==> config.mk <==
export PLATFORM = sky130hd
export DESIGN_NAME = mipi_delay_cal_flat
export DESIGN_NICKNAME = d
export VERILOG_FILES = /design/src/rtl/mipi_delay_cal_if.sv /design/src/rtl/mipi_delay_cal.sv /design/src/flat_wrapper.sv
export SDC_FILE = /design/constraint.sdc
export NUM_CORES = 1
export LEC_CHECK = 0
export ABC_AREA = 0
export BUFFER_PORTS_ARGS = -buffer_cell sky130_fd_sc_hd__buf_2
export CAP_MARGIN = 30
export CORE_UTILIZATION = 31
export DETAILED_ROUTE_END_ITERATION = 7
export SLEW_MARGIN = 30
export SYNTH_ARGS = -nofsm -noshare
export SYNTH_HDL_FRONTEND = slang
export SYNTH_SLANG_ARGS = --single-unit
==> constraint.sdc <==
create_clock -name clk -period 6.1 [get_ports clk]
set_clock_uncertainty 0.15 [all_clocks]
set_input_delay 1.22 -clock clk [delete_from_list [all_inputs] [get_ports clk]]
set_output_delay 1.22 -clock clk [all_outputs]
set_load 0.03 [all_outputs]
==> src/rtl/mipi_delay_cal_if.sv <==
// Control/result bundle between a calibration master and the delay-line
// calibrator, plus the lane sample and the tap-code write path.
interface mipi_delay_cal_if #(
   parameter int P_DELAY_NBIT = 5,
   parameter int P_DATA_NBIT  = 8
);
   logic                    start;
   logic [P_DATA_NBIT-1:0]  pattern;
   logic [P_DATA_NBIT-1:0]  rx_data;
   logic [P_DELAY_NBIT-1:0] delay;
   logic                    delay_we;
   logic                    busy;
   logic                    done;
   logic                    fail;
   logic [P_DELAY_NBIT-1:0] win_lo;
   logic [P_DELAY_NBIT-1:0] win_hi;

   modport master (
      output start, pattern, rx_data,
      input  delay, delay_we, busy, done, fail, win_lo, win_hi
   );

   modport slave (
      input  start, pattern, rx_data,
      output delay, delay_we, busy, done, fail, win_lo, win_hi
   );
endinterface

==> src/rtl/mipi_delay_cal.sv <==
// Sweeps every delay tap, finds the longest contiguous run of taps that sample
// the training word cleanly, and parks the delay line at the centre of that run.
module mipi_delay_cal #(
   parameter int P_DELAY_NBIT = 5,
   parameter int P_DATA_NBIT  = 8,
   parameter int P_SETTLE     = 8,
   parameter int P_CHECK      = 16
) (
   input  logic            clk,
   input  logic            rst_n,
   mipi_delay_cal_if.slave cal
);

   localparam int CNT_MAX  = (P_SETTLE > P_CHECK) ? P_SETTLE : P_CHECK;
   localparam int CNT_NBIT = $clog2(CNT_MAX);
   localparam int LEN_NBIT = P_DELAY_NBIT + 1;

   localparam logic [CNT_NBIT-1:0]     STROBE_LAST = CNT_NBIT'(1);
   localparam logic [CNT_NBIT-1:0]     SETTLE_LAST = CNT_NBIT'(P_SETTLE - 1);
   localparam logic [CNT_NBIT-1:0]     CHECK_LAST  = CNT_NBIT'(P_CHECK - 1);
   localparam logic [P_DELAY_NBIT-1:0] TAP_LAST    = '1;
   localparam logic [P_DELAY_NBIT-1:0] TAP_MID     = {1'b1, {(P_DELAY_NBIT-1){1'b0}}};

   typedef enum logic [3:0] {
      IDLE,
      SET,
      SETTLE,
      CHECK,
      NEXT,
      CALC,
      APPLY,
      APPLY_WAIT,
      DONE
   } state_t;

   state_t                  state_reg,      state_next;
   logic [CNT_NBIT-1:0]     cnt_reg,        cnt_next;
   logic [P_DELAY_NBIT-1:0] tap_reg,        tap_next;
   logic                    pass_reg,       pass_next;
   logic [P_DELAY_NBIT-1:0] run_start_reg,  run_start_next;
   logic [LEN_NBIT-1:0]     run_len_reg,    run_len_next;
   logic [P_DELAY_NBIT-1:0] best_start_reg, best_start_next;
   logic [LEN_NBIT-1:0]     best_len_reg,   best_len_next;
   logic [P_DELAY_NBIT-1:0] delay_reg,      delay_next;
   logic [P_DELAY_NBIT-1:0] win_lo_reg,     win_lo_next;
   logic [P_DELAY_NBIT-1:0] win_hi_reg,     win_hi_next;
   logic                    done_reg,       done_next;
   logic                    fail_reg,       fail_next;

   logic [P_DELAY_NBIT-1:0] cur_start;
   logic [LEN_NBIT-1:0]     cur_len;
   logic [LEN_NBIT-1:0]     len_m1;
   logic [P_DATA_NBIT-1:0]  bit_match;
   logic                    word_match;

   genvar gi;
   generate
      for (gi = 0; gi < P_DATA_NBIT; gi++) begin : g_match
         assign bit_match[gi] = (cal.rx_data[gi] == cal.pattern[gi]);
      end
   endgenerate

   assign word_match = &bit_match;

   always_ff @(posedge clk or negedge rst_n) begin
      if (!rst_n) begin
         state_reg      <= IDLE;
         cnt_reg        <= '0;
         tap_reg        <= '0;
         pass_reg       <= 1'b0;
         run_start_reg  <= '0;
         run_len_reg    <= '0;
         best_start_reg <= '0;
         best_len_reg   <= '0;
         delay_reg      <= '0;
         win_lo_reg     <= '0;
         win_hi_reg     <= '0;
         done_reg       <= 1'b0;
         fail_reg       <= 1'b0;
      end else begin
         state_reg      <= state_next;
         cnt_reg        <= cnt_next;
         tap_reg        <= tap_next;
         pass_reg       <= pass_next;
         run_start_reg  <= run_start_next;
         run_len_reg    <= run_len_next;
         best_start_reg <= best_start_next;
         best_len_reg   <= best_len_next;
         delay_reg      <= delay_next;
         win_lo_reg     <= win_lo_next;
         win_hi_reg     <= win_hi_next;
         done_reg       <= done_next;
         fail_reg       <= fail_next;
      end
   end

   always_comb begin
      state_next      = state_reg;
      cnt_next        = cnt_reg;
      tap_next        = tap_reg;
      pass_next       = pass_reg;
      run_start_next  = run_start_reg;
      run_len_next    = run_len_reg;
      best_start_next = best_start_reg;
      best_len_next   = best_len_reg;
      delay_next      = delay_reg;
      win_lo_next     = win_lo_reg;
      win_hi_next     = win_hi_reg;
      done_next       = done_reg;
      fail_next       = fail_reg;
      cur_start       = run_start_reg;
      cur_len         = run_len_reg;
      len_m1          = best_len_reg - LEN_NBIT'(1);

      case (state_reg)
         IDLE, DONE: begin
            if (cal.start) begin
               done_next       = 1'b0;
               fail_next       = 1'b0;
               win_lo_next     = '0;
               win_hi_next     = '0;
               tap_next        = '0;
               run_start_next  = '0;
               run_len_next    = '0;
               best_start_next = '0;
               best_len_next   = '0;
               cnt_next        = '0;
               delay_next      = '0;
               state_next      = SET;
            end
         end

         SET: begin
            if (cnt_reg == STROBE_LAST) begin
               cnt_next   = '0;
               state_next = SETTLE;
            end else begin
               cnt_next = cnt_reg + CNT_NBIT'(1);
            end
         end

         SETTLE: begin
            if (cnt_reg == SETTLE_LAST) begin
               cnt_next   = '0;
               pass_next  = 1'b1;
               state_next = CHECK;
            end else begin
               cnt_next = cnt_reg + CNT_NBIT'(1);
            end
         end

         CHECK: begin
            pass_next = pass_reg & word_match;
            if (cnt_reg == CHECK_LAST) begin
               cnt_next   = '0;
               state_next = NEXT;
            end else begin
               cnt_next = cnt_reg + CNT_NBIT'(1);
            end
         end

         NEXT: begin
            // A zero run length means no run is currently open.
            if (pass_reg) begin
               if (run_len_reg != '0) begin
                  cur_len = run_len_reg + LEN_NBIT'(1);
               end else begin
                  cur_start = tap_reg;
                  cur_len   = LEN_NBIT'(1);
               end
            end
            if (!pass_reg || (tap_reg == TAP_LAST)) begin
               if (cur_len > best_len_reg) begin
                  best_start_next = cur_start;
                  best_len_next   = cur_len;
               end
               run_start_next = '0;
               run_len_next   = '0;
            end else begin
               run_start_next = cur_start;
               run_len_next   = cur_len;
            end
            if (tap_reg == TAP_LAST) begin
               state_next = CALC;
            end else begin
               tap_next   = tap_reg + P_DELAY_NBIT'(1);
               delay_next = tap_reg + P_DELAY_NBIT'(1);
               state_next = SET;
            end
         end

         CALC: begin
            cnt_next   = '0;
            state_next = APPLY;
            if (best_len_reg == '0) begin
               fail_next   = 1'b1;
               win_lo_next = '0;
               win_hi_next = '0;
               delay_next  = TAP_MID;
            end else begin
               win_lo_next = best_start_reg;
               win_hi_next = best_start_reg + len_m1[P_DELAY_NBIT-1:0];
               delay_next  = best_start_reg + len_m1[LEN_NBIT-1:1];
            end
         end

         APPLY: begin
            if (cnt_reg == STROBE_LAST) begin
               cnt_next   = '0;
               state_next = APPLY_WAIT;
            end else begin
               cnt_next = cnt_reg + CNT_NBIT'(1);
            end
         end

         APPLY_WAIT: begin
            if (cnt_reg == SETTLE_LAST) begin
               cnt_next   = '0;
               done_next  = 1'b1;
               state_next = DONE;
            end else begin
               cnt_next = cnt_reg + CNT_NBIT'(1);
            end
         end

         default: begin
            state_next = IDLE;
         end
      endcase
   end

   // Strobe and busy are decoded straight from the state register so reset
   // drops them in the same instant it forces IDLE.
   assign cal.delay_we = (state_reg == SET) || (state_reg == APPLY);
   assign cal.busy     = (state_reg != IDLE) && (state_reg != DONE);
   assign cal.delay    = delay_reg;
   assign cal.done     = done_reg;
   assign cal.fail     = fail_reg;
   assign cal.win_lo   = win_lo_reg;
   assign cal.win_hi   = win_hi_reg;

endmodule
==> src/flat_wrapper.sv <==
// flat-port wrapper written by rule: the top's interface ports become plain ports
module mipi_delay_cal_flat 
#(
   parameter int P_DELAY_NBIT = 5,
   parameter int P_DATA_NBIT  = 8,
   parameter int P_SETTLE     = 8,
   parameter int P_CHECK      = 16
)
  (clk, rst_n, cal_start, cal_pattern, cal_rx_data, cal_delay, cal_delay_we, cal_busy, cal_done, cal_fail, cal_win_lo, cal_win_hi);
  mipi_delay_cal_if #(.P_DELAY_NBIT(P_DELAY_NBIT), .P_DATA_NBIT(P_DATA_NBIT)) cal_i ();
  input  logic clk;
  input  logic rst_n;
  input wire logic [$bits(cal_i.start)-1:0] cal_start;
  input wire logic [$bits(cal_i.pattern)-1:0] cal_pattern;
  input wire logic [$bits(cal_i.rx_data)-1:0] cal_rx_data;
  output wire logic [$bits(cal_i.delay)-1:0] cal_delay;
  output wire logic [$bits(cal_i.delay_we)-1:0] cal_delay_we;
  output wire logic [$bits(cal_i.busy)-1:0] cal_busy;
  output wire logic [$bits(cal_i.done)-1:0] cal_done;
  output wire logic [$bits(cal_i.fail)-1:0] cal_fail;
  output wire logic [$bits(cal_i.win_lo)-1:0] cal_win_lo;
  output wire logic [$bits(cal_i.win_hi)-1:0] cal_win_hi;
  assign cal_i.start = cal_start;
  assign cal_i.pattern = cal_pattern;
  assign cal_i.rx_data = cal_rx_data;
  assign cal_delay = cal_i.delay;
  assign cal_delay_we = cal_i.delay_we;
  assign cal_busy = cal_i.busy;
  assign cal_done = cal_i.done;
  assign cal_fail = cal_i.fail;
  assign cal_win_lo = cal_i.win_lo;
  assign cal_win_hi = cal_i.win_hi;
  mipi_delay_cal #(.P_DELAY_NBIT(P_DELAY_NBIT), .P_DATA_NBIT(P_DATA_NBIT), .P_SETTLE(P_SETTLE), .P_CHECK(P_CHECK)) u_core (.clk(clk), .rst_n(rst_n), .cal(cal_i));
endmodule
==> impl_results.md, run 1 <==
- Worst-path fanout max: 11
- Clock Root Buffer: clkbuf_8
- Count of buffering cells on the critical path with inverters included: 2
- Main combinational cell family by area after synthesis: simple AND/OR/NAND/NOR gates
- Type of destination of the critical path: flip-flop
- Area enclosed by the die boundary: 11000 sq um
- Share of final-layout standard cells stronger than drive strength 1: 0.147
- Clock latency at the later pin of the worst-skew pair: 310 ps
- Via count of the first global-routing pass: 2361
- Number of instances in the placed design: 502
- Parity-gate share of the synthesized area counting xor and xnor cells: 0.0752
- Total clock buffers created by CTS: 5
- Proportion of synthesized flip-flops having asynchronous set or reset: 1.00
- Detailed-placement wirelength estimate: 5.12 mm
- Antenna violations before repair: 0
- Gr ovfl total: 0
- Number of H-tree levels: 2
- Compound-cell area share of the yosys netlist: 0.145
- Classification of the worst setup path: reg -> reg
- Clock buffer depth: 2
- Inserted Diodes: 0
- Slew at the pin with the worst max-slew slack: 808 ps
- Total vias in the final route: 2490
- Most area-consuming cells after synthesis: dfrtp_1 40%, ha_1 8.4%, mux2i_1 5.2%, xor2_1 5.1%, nand2_1 4.9%
- Status: completed
- Worst slew margin relative to its limit: 0.462
- Setup violators final: 0
- First-pass GRT wire length: 11.8 mm
- Post-layout total power: 654 uW
- WL/cell: 13.3 um
- Clock sink total: 53
- Vertical die dimension: 105 um
- Count of input and output buffers: 37
- Portion of netlist area occupied by mux cells: 0.0619
- Final RePlAce weighted congestion: 0.792
- Kind of path behind the tightest hold check: reg -> reg
- Routed WL: 6.77 mm
- Stages on worst setup path: 12
- Start point of the critical path: u_core.run_len_reg[0]$_DFFE_PN0P_
- Sequential-to-total area share from yosys stat: 0.403
- CTS tree: done
- Startpoint type of the worst setup path: flip-flop
- Critical path data required time: 6150 ps
- Adder and majority gate portion of the synthesized area: 0.0957
- Setup Buffers After CTS: 0
- Die boundary width: 105 um
- Number of synthesized flops with an enable pin: 0
- Most common flop cell mapped by yosys: dfrtp_1
- Number of nets in the layout: 416
- Maximum Capacitance Violations: 0
- Total standard cell area after synthesis: 3290 sq um
- Worst setup slack before clock tree synthesis: 2740 ps
- Final ANT Viol Nets: 0
- Startpoint of the lowest-slack register-to-register path: u_core.run_len_reg[0]$_DFFE_PN0P_
- Final worst-path setup slack: 2700 ps
- Global router's overall resource usage: 0.133
- Largest vdd supply drop: 0.0856 mV
- Series of cell instances along the critical path: inv_1 > ha_1 > nand2b_1 > nor4_1 > nor3_1 > a21oi_1 > inv_1 > ha_1 > and4_1 > a221oi_1 > a311oi_4 > mux2_2
- Total negative slack for setup checks: 0 ps
- Drt via density: 4.88
- Top cell type's share of synthesized area: 0.403
- CP top delay family: compound AO/OA/AOI/OAI gates
- Capturing element of the worst setup path: u_core.best_start_reg[1]$_DFFE_PN0P_
- Final hold viol count: 0
- Warning count from the yosys run: 0
- Simple-gate area share of the yosys netlist: 0.168
- Setup repair after global routing missed its margin: no
- # rows: 37
- Effective utilization at floorplan: 0.319
- Count of unique library cells instantiated by Yosys: 54
- Post-route worst hold slack: 336 ps
- FF-to-FF setup slack: 2700 ps
- Number of flip-flops and latches in the synthesized netlist: 53
- Cell count of the worst reg-to-reg path: 12
- Capture point of the worst reg-to-reg path: u_core.best_start_reg[1]$_DFFE_PN0P_
- Ports: 38
- Leakage component of the power: 1.83 nW
- Number of pins with negative max-slew slack in the final report: 0
- Detailed Routing Iterations Pass 1: 4
- Library cell with the largest summed area after synthesis: dfrtp_1
- Count of instances resized after the clock tree is built: 0
- Clock-pin slew on the worst setup and hold paths: 100 ps
- Post-synthesis to final-layout area growth: 13.1%
- Peak clock frequency supported by timing: 294 MHz
- Worst stage delay on the critical path: 740 ps
- Syn Nets: 388
- Post-Synthesis Mean Instance Area: 9.55 sq um
- Number of DRC markers after the initial detailed-route iteration: 93
- Critical hold path startpoint: u_core.cal.win_hi[1]$_DFFE_PN0P_
- Period minus WS final: 3400 ps
- Cells after Synth: 345
- Worst Path Arrival: 3450 ps
- Hold_buf cts: 0
- Residual DRC count: 0
- Maximum number of pins on one net before global-route repair: 54
- Power Density: 176 nW/um^2
- Period utilization: 0.558
- Area inside the core boundary: 10300 sq um
- Count of non-filler cells in the finished layout: 510
- Slowest cell on crit path: a311oi_4
layer usage:
metal / vias up / GRT usage / wire length [um]
li1: 1250 / - / -
met1: 1180 / 0.186 / 3420
met2: 53 / 0.210 / 3070
met3: 7 / 0.0250 / 186
met4: 0 / 0.0342 / 90
met5: - / 0 / 0
Yosys cell counts, types with 2 or more instances:
library cell / number
nor2b_1: 6
or4b_1: 2
buf_2: 4
ha_1: 22
mux2i_1: 17
dfrtp_1: 53
inv_1: 24
buf_1: 2
a22o_1: 9
a22oi_1: 3
nand2_1: 43
nand3b_1: 2
nand2b_1: 8
o21ai_0: 29
nand4_1: 2
nor3_1: 5
and3_1: 3
nor4_1: 4
a21oi_1: 11
a31oi_1: 2
a21o_1: 8
xnor2_1: 4
clkbuf_1: 8
fa_1: 2
nor3b_1: 3
xor2_1: 19
or3_1: 2
mux2_2: 3
nand3_1: 4
nor2_1: 17
layout by cell type, fill, tap and decap left out, types with 2 or more instances in the layout:
cell type / instances
a21o_1: 8
a21oi_1: 11
a22o_1: 9
a22oi_1: 3
a31oi_1: 2
and3_1: 3
buf_2: 37
bufinv_16: 2
clkbuf_8: 5
dfrtp_1: 53
fa_1: 2
ha_1: 22
inv_1: 24
mux2_2: 3
mux2i_1: 17
nand2_1: 43
nand2b_1: 8
nand3_1: 4
nand3b_1: 2
nand4_1: 2
nor2_1: 17
nor2b_1: 6
nor3_1: 5
nor3b_1: 3
nor4_1: 4
o21ai_0: 29
or3_1: 2
or4b_1: 2
xnor2_1: 4
xor2_1: 19
worst min-delay path by stage:
stage                     slack, ps  cells after the start                                  end
after floorplan                 300                      2  u_core.run_start_reg[0]$_DFFE_PN0P_
after global placement          310                      2     u_core.cal.win_hi[1]$_DFFE_PN0P_
after detailed placement        320                      2     u_core.cal.win_lo[1]$_DFFE_PN0P_
after CTS                       340                      2     u_core.cal.win_lo[1]$_DFFE_PN0P_
after global routing            370                      2     u_core.cal.win_lo[1]$_DFFE_PN0P_
final                           340                      2     u_core.cal.win_hi[1]$_DFFE_PN0P_
through the flow:
step,utilization,cell area [sq um]
4_1_cts,0.361,3720
5_1_grt,0.361,3720
3_5_place_dp,0.347,3590
2_1_floorplan,-,3290
6_report,0.361,3720
3_3_place_gp,0.346,3580
worst min-delay path: stages, from the launching register on:
cell and delay, ps:
dfrtp_1 350, nand2_1 40, o21ai_0 60
cell families after synthesis:
group	after synthesis
simple gates	108
compound gates	74
buf+inv	41
mux	20
fa+ha+maj	24
flops	53
xor+xnor	25
layout make-up:
| class | instances | area, sq um |
|---|---|---|
| Fill cell | 1023 | 6600 |
| Timing Repair Buffer | 38 | 193 |
| Sequential cell | 53 | 1330 |
| Clock inverter | 3 | 68.8 |
| Clock buffer | 5 | 68.8 |
| Inverter | 24 | 90.1 |
| Multi-Input combinational cell | 251 | 1810 |
| Tap cell | 136 | 170 |
power by group:
part | internal, mW | total, mW | leakage (nW) | switching (mW)
Sequential | 0.351 | 0.351 | 0.612 | 0.00000000000000000142
Clock | 0.165 | 0.285 | 0.0687 | 0.120
Combinational | 0.00700 | 0.0179 | 1.15 | 0.0109
Total | 0.523 | 0.654 | 1.83 | 0.131
Note: power is estimated with default switching activity, not from simulation.
==> inputs of run 2 (changes only) <==
--- a/config.mk
+++ b/config.mk
@@ -5,7 +5,7 @@
 export SDC_FILE = /design/constraint.sdc
 export NUM_CORES = 1
 export LEC_CHECK = 0
-export ABC_AREA = 0
+export ABC_AREA = 1
 export BUFFER_PORTS_ARGS = -buffer_cell sky130_fd_sc_hd__buf_2
 export CAP_MARGIN = 30
 export CORE_UTILIZATION = 31
==> constraint.sdc (replaced) <==
create_clock -name clk -period 2.91 [get_ports clk]
set_clock_uncertainty 0.15 [all_clocks]
set_input_delay 0.582 -clock clk [delete_from_list [all_inputs] [get_ports clk]]
set_output_delay 0.582 -clock clk [all_outputs]
set_load 0.03 [all_outputs]
==> run 2 against run 1 <==
- non-clock buffer count unchanged
- via count up 17%
- total power rose to 3.6 times the previous value
- area after synthesis up 2.5%
- maximum frequency up 30%
- hold slack worse by 290 ps
- critical path type unchanged
- largest power group is now combinational cells
- highest routed layer unchanged
==> impl_results.md, run 2 <==
- Status: completed
- Area inside the core boundary: 10500 sq um (+1.3%)
- Number of instances in the placed design: 613 (+22%)
- Period utilization: 0.902 (+0.344)
- Largest vdd supply drop: 0.337 mV (+290%)
- Warning count from the yosys run: 0 (unchanged)
- CTS tree: done
- Detailed route wirelength on metal2: 3.62 mm (+18%)
- Final worst-path setup slack: 285 ps (-2410 ps)
- Gr ovfl total: 0 (unchanged)
- Ports: 38 (unchanged)
- Peak clock frequency supported by timing: 381 MHz (+30%)
- Worst-path fanout max: 14 (+3)
- Vertical die dimension: 106 um (+1.2%)
- Syn Nets: 486 (+25%)
- Number of synthesized flops with an enable pin: 0 (unchanged)
- Capture point of the worst reg-to-reg path: u_core.best_len_reg[1]$_DFFE_PN0P_
- Worst slew margin relative to its limit: 0.686 (+0.224)
- Drt via density: 4.69 (-4.0%)
- Cells after Synth: 443 (+28%)
- Proportion of synthesized flip-flops having asynchronous set or reset: 1.00 (unchanged)
- Sequential-to-total area share from yosys stat: 0.393 (-0.00999)
- Number of DRC markers after the initial detailed-route iteration: 126 (+35%)
- Worst Path Arrival: 2670 ps (-780 ps)
- Routed WL: 7.70 mm (+14%)
- Most area-consuming cells after synthesis: dfrtp_1 39%, nand2_1 15%, ha_1 8.1%, inv_1 5.0%, nand3_1 4.3%
- Cell count of the worst reg-to-reg path: 15 (+3)
- Power Density: 615 nW/um^2 (+250%)
- Setup violators final: 0 (unchanged)
- Post-synthesis to final-layout area growth: 12.9%
- Final RePlAce weighted congestion: 0.880 (+11%)
- Most frequent standard cell in the layout excluding fill and tap cells: nand2_1
- Via count of the first global-routing pass: 3017 (+28%)
- Area enclosed by the die boundary: 11300 sq um (+2.5%)
- Top cell type's share of synthesized area: 0.393 (-0.00999)
- Kind of path behind the tightest hold check: in -> async
- Clock buffer depth: 2 (unchanged)
- Library cell with the largest summed area after synthesis: dfrtp_1
- FF-to-FF setup slack: 290 ps (-2410 ps)
- Total standard cell area after synthesis: 3380 sq um (+2.5%)
- Count of buffering cells on the critical path with inverters included: 1 (-1)
- Series of cell instances along the critical path: inv_1 > ha_1 > nand4_2 > nor2_2 > nor3_1 > ha_1 > nand2_1 > nor2_1 > o21ai_0 > nand3_1 > nand2_2 > nand2_4 > nand2_4 > nand2_1 > o21ai_0
- Setup Buffers After CTS: 0 (unchanged)
- Final ANT Viol Nets: 0 (unchanged)
- Number of pins with negative max-slew slack in the final report: 0 (unchanged)
- Worst stage delay on the critical path: 420 ps (-320 ps)
- Number of H-tree levels: 2 (unchanged)
- Commonest cells after routing, fill and taps aside: 138 x nand2_1, 53 x dfrtp_1, 45 x inv_1
- Residual DRC count: 0 (unchanged)
- Most frequent cells after synthesis: 138 x nand2_1, 53 x dfrtp_1, 45 x inv_1
- Worst setup slack before clock tree synthesis: 232 ps (-2500 ps)
- Effective utilization at floorplan: 0.323 (+0.00378)
- Die boundary width: 106 um (+1.2%)
- Critical path data required time: 2950 ps (-3200 ps)
- Most common flop cell mapped by yosys: dfrtp_1
- Share of final-layout standard cells stronger than drive strength 1: 0.157 (+0.00964)
- First-pass GRT wire length: 13.6 mm (+15%)
- Start point of the critical path: u_core.run_len_reg[0]$_DFFE_PN0P_
- Total negative slack for setup checks: 0 ps (unchanged)
- Stages on worst setup path: 15 (+3)
- Count of unique library cells instantiated by Yosys: 35 (-35%)
- Count of non-filler cells in the finished layout: 621 (+22%)
- Met3 wire length: 251 um (+35%)
- Antenna violations before repair: 0 (unchanged)
- Total vias in the final route: 2912 (+17%)
- Type of destination of the critical path: flip-flop
- Clock sink total: 53 (unchanged)
- Detailed-placement wirelength estimate: 6.10 mm (+19%)
- Clock Root Buffer: clkbuf_8
- Leakage component of the power: 2.04 nW (+11%)
- Post-route worst hold slack: 41.0 ps (-295 ps)
- Clock latency at the later pin of the worst-skew pair: 300 ps (about the same)
- Number of flip-flops and latches in the synthesized netlist: 53 (unchanged)
- Period minus WS final: 2620 ps (-777 ps)
- # rows: 37 (unchanged)
- Capturing element of the worst setup path: u_core.best_len_reg[1]$_DFFE_PN0P_
- Maximum number of pins on one net before global-route repair: 37 (-31%)
- Inserted Diodes: 0 (unchanged)
- Startpoint type of the worst setup path: flip-flop
- Global router's overall resource usage: 0.147 (+0.0140)
- Clock-pin slew on the worst setup and hold paths: 100 ps (about the same)
- Post-Synthesis Mean Instance Area: 7.63 sq um (-20%)
- Highest routing layer actually used: met4
- Routed metal-1 wire length: 3.74 mm (+9.4%)
- Setup repair after global routing missed its margin: no
- Classification of the worst setup path: reg -> reg
- Final hold viol count: 0 (unchanged)
- Number of nets in the layout: 527 (+27%)
- Maximum Capacitance Violations: 0 (unchanged)
- CP top delay family: simple AND/OR/NAND/NOR gates
- Startpoint of the lowest-slack register-to-register path: u_core.run_len_reg[0]$_DFFE_PN0P_
- Detailed Routing Iterations Pass 1: 4 (unchanged)
- WL/cell: 12.4 um (-6.6%)
- Count of input and output buffers: 37 (unchanged)
- Slowest cell on crit path: dfrtp_1
- Slew at the pin with the worst max-slew slack: 471 ps (-336 ps)
- Total clock buffers created by CTS: 5 (unchanged)
- Cell with the most instances after synthesis: nand2_1
-- run 2: changes by cell type after synthesis, sizes merged, moves of 8 or more --
cell / change
nand2: +104
inv: +31
nand3: +27
nor2: +23
mux2i: -17
xor2: -13
clkbuf: -9
a21o: -8
nand2b: -8
-- run 2: metrics by stage --
stage / utilization / total power [mW] / area (sq um)
finish: 0.365 / 2.35 / 3810
global route: 0.365 / 2.54 / 3810
CTS: 0.364 / 2.37 / 3810
detailed placement: 0.355 / 1.90 / 3710
global placement: 0.355 / 1.88 / 3710
floorplan: - / 1.68 / 3380
-- run 2: timing repair --
action                                  CTS  global route
endpoints found under the setup margin    0            11
hold buffers                              0             0
resized for setup                         0             1
-- run 2: area by class of cell --
| type | instances | area (sq um) |
|---|---|---|
| multi-input combinational | 330 | 1810 |
| sequential | 53 | 1330 |
| tap | 136 | 170 |
| clock inverter | 1 | 5.00 |
| inverter | 56 | 210 |
| clock buffer | 7 | 96.3 |
| timing repair buffer | 38 | 193 |
| fill | 1100 | 6650 |
-- run 2: cells by family (layout without fill, tap and decap cells) --
kind of cell,after synthesis,count (layout),share of synthesized area
AOI/OAI and AO/OA,58,58,0.0970
xor gates and xnor gates,15,15,0.0389
adders and majority gates,24,24,0.0933
buffers and inverters,60,102,0.0715
DFF,53,53,0.393
and+or+nand+nor,233,233,0.307
-- run 2: report_power, final --
| part | total [mW] | internal, mW | switching [mW] |
|---|---|---|---|
| clock network | 0.460 | 0.216 | 0.244 |
| registers | 0.891 | 0.813 | 0.0781 |
| logic | 0.995 | 0.289 | 0.705 |
-- run 2: how the worst min path moves through the flow --
| stage | startpoint | endpoint | slack, ps |
|---|---|---|---|
| CTS | rst_n | u_core.cal.win_lo[1]$_DFFE_PN0P_ | 50 |
| detailed placement | u_core.cal.done$_DFFE_PN0P_ | u_core.cal.done$_DFFE_PN0P_ | 310 |
| finish | rst_n | u_core.cal.win_lo[1]$_DFFE_PN0P_ | 40 |
| global route | rst_n | u_core.cal.win_lo[1]$_DFFE_PN0P_ | 70 |
| global placement | u_core.cal.done$_DFFE_PN0P_ | u_core.cal.done$_DFFE_PN0P_ | 300 |
| floorplan | rst_n | u_core.best_len_reg[0]$_DFFE_PN0P_ | 140 |
-- run 2: worst reg2reg max path: cells and delay by family (launching register included) --
family	cells	cell delay, ps
flops	1	420
buf+inv	1	140
fa+ha+maj	2	450
compound gates	2	190
simple gates	10	1200
-- run 2: routing by layer --
metal,vias up,global-route usage
met5,-,0
met4,0,0.0437
met3,10,0.0208
met2,61,0.256
met1,1330,0.188
li1,1511,-
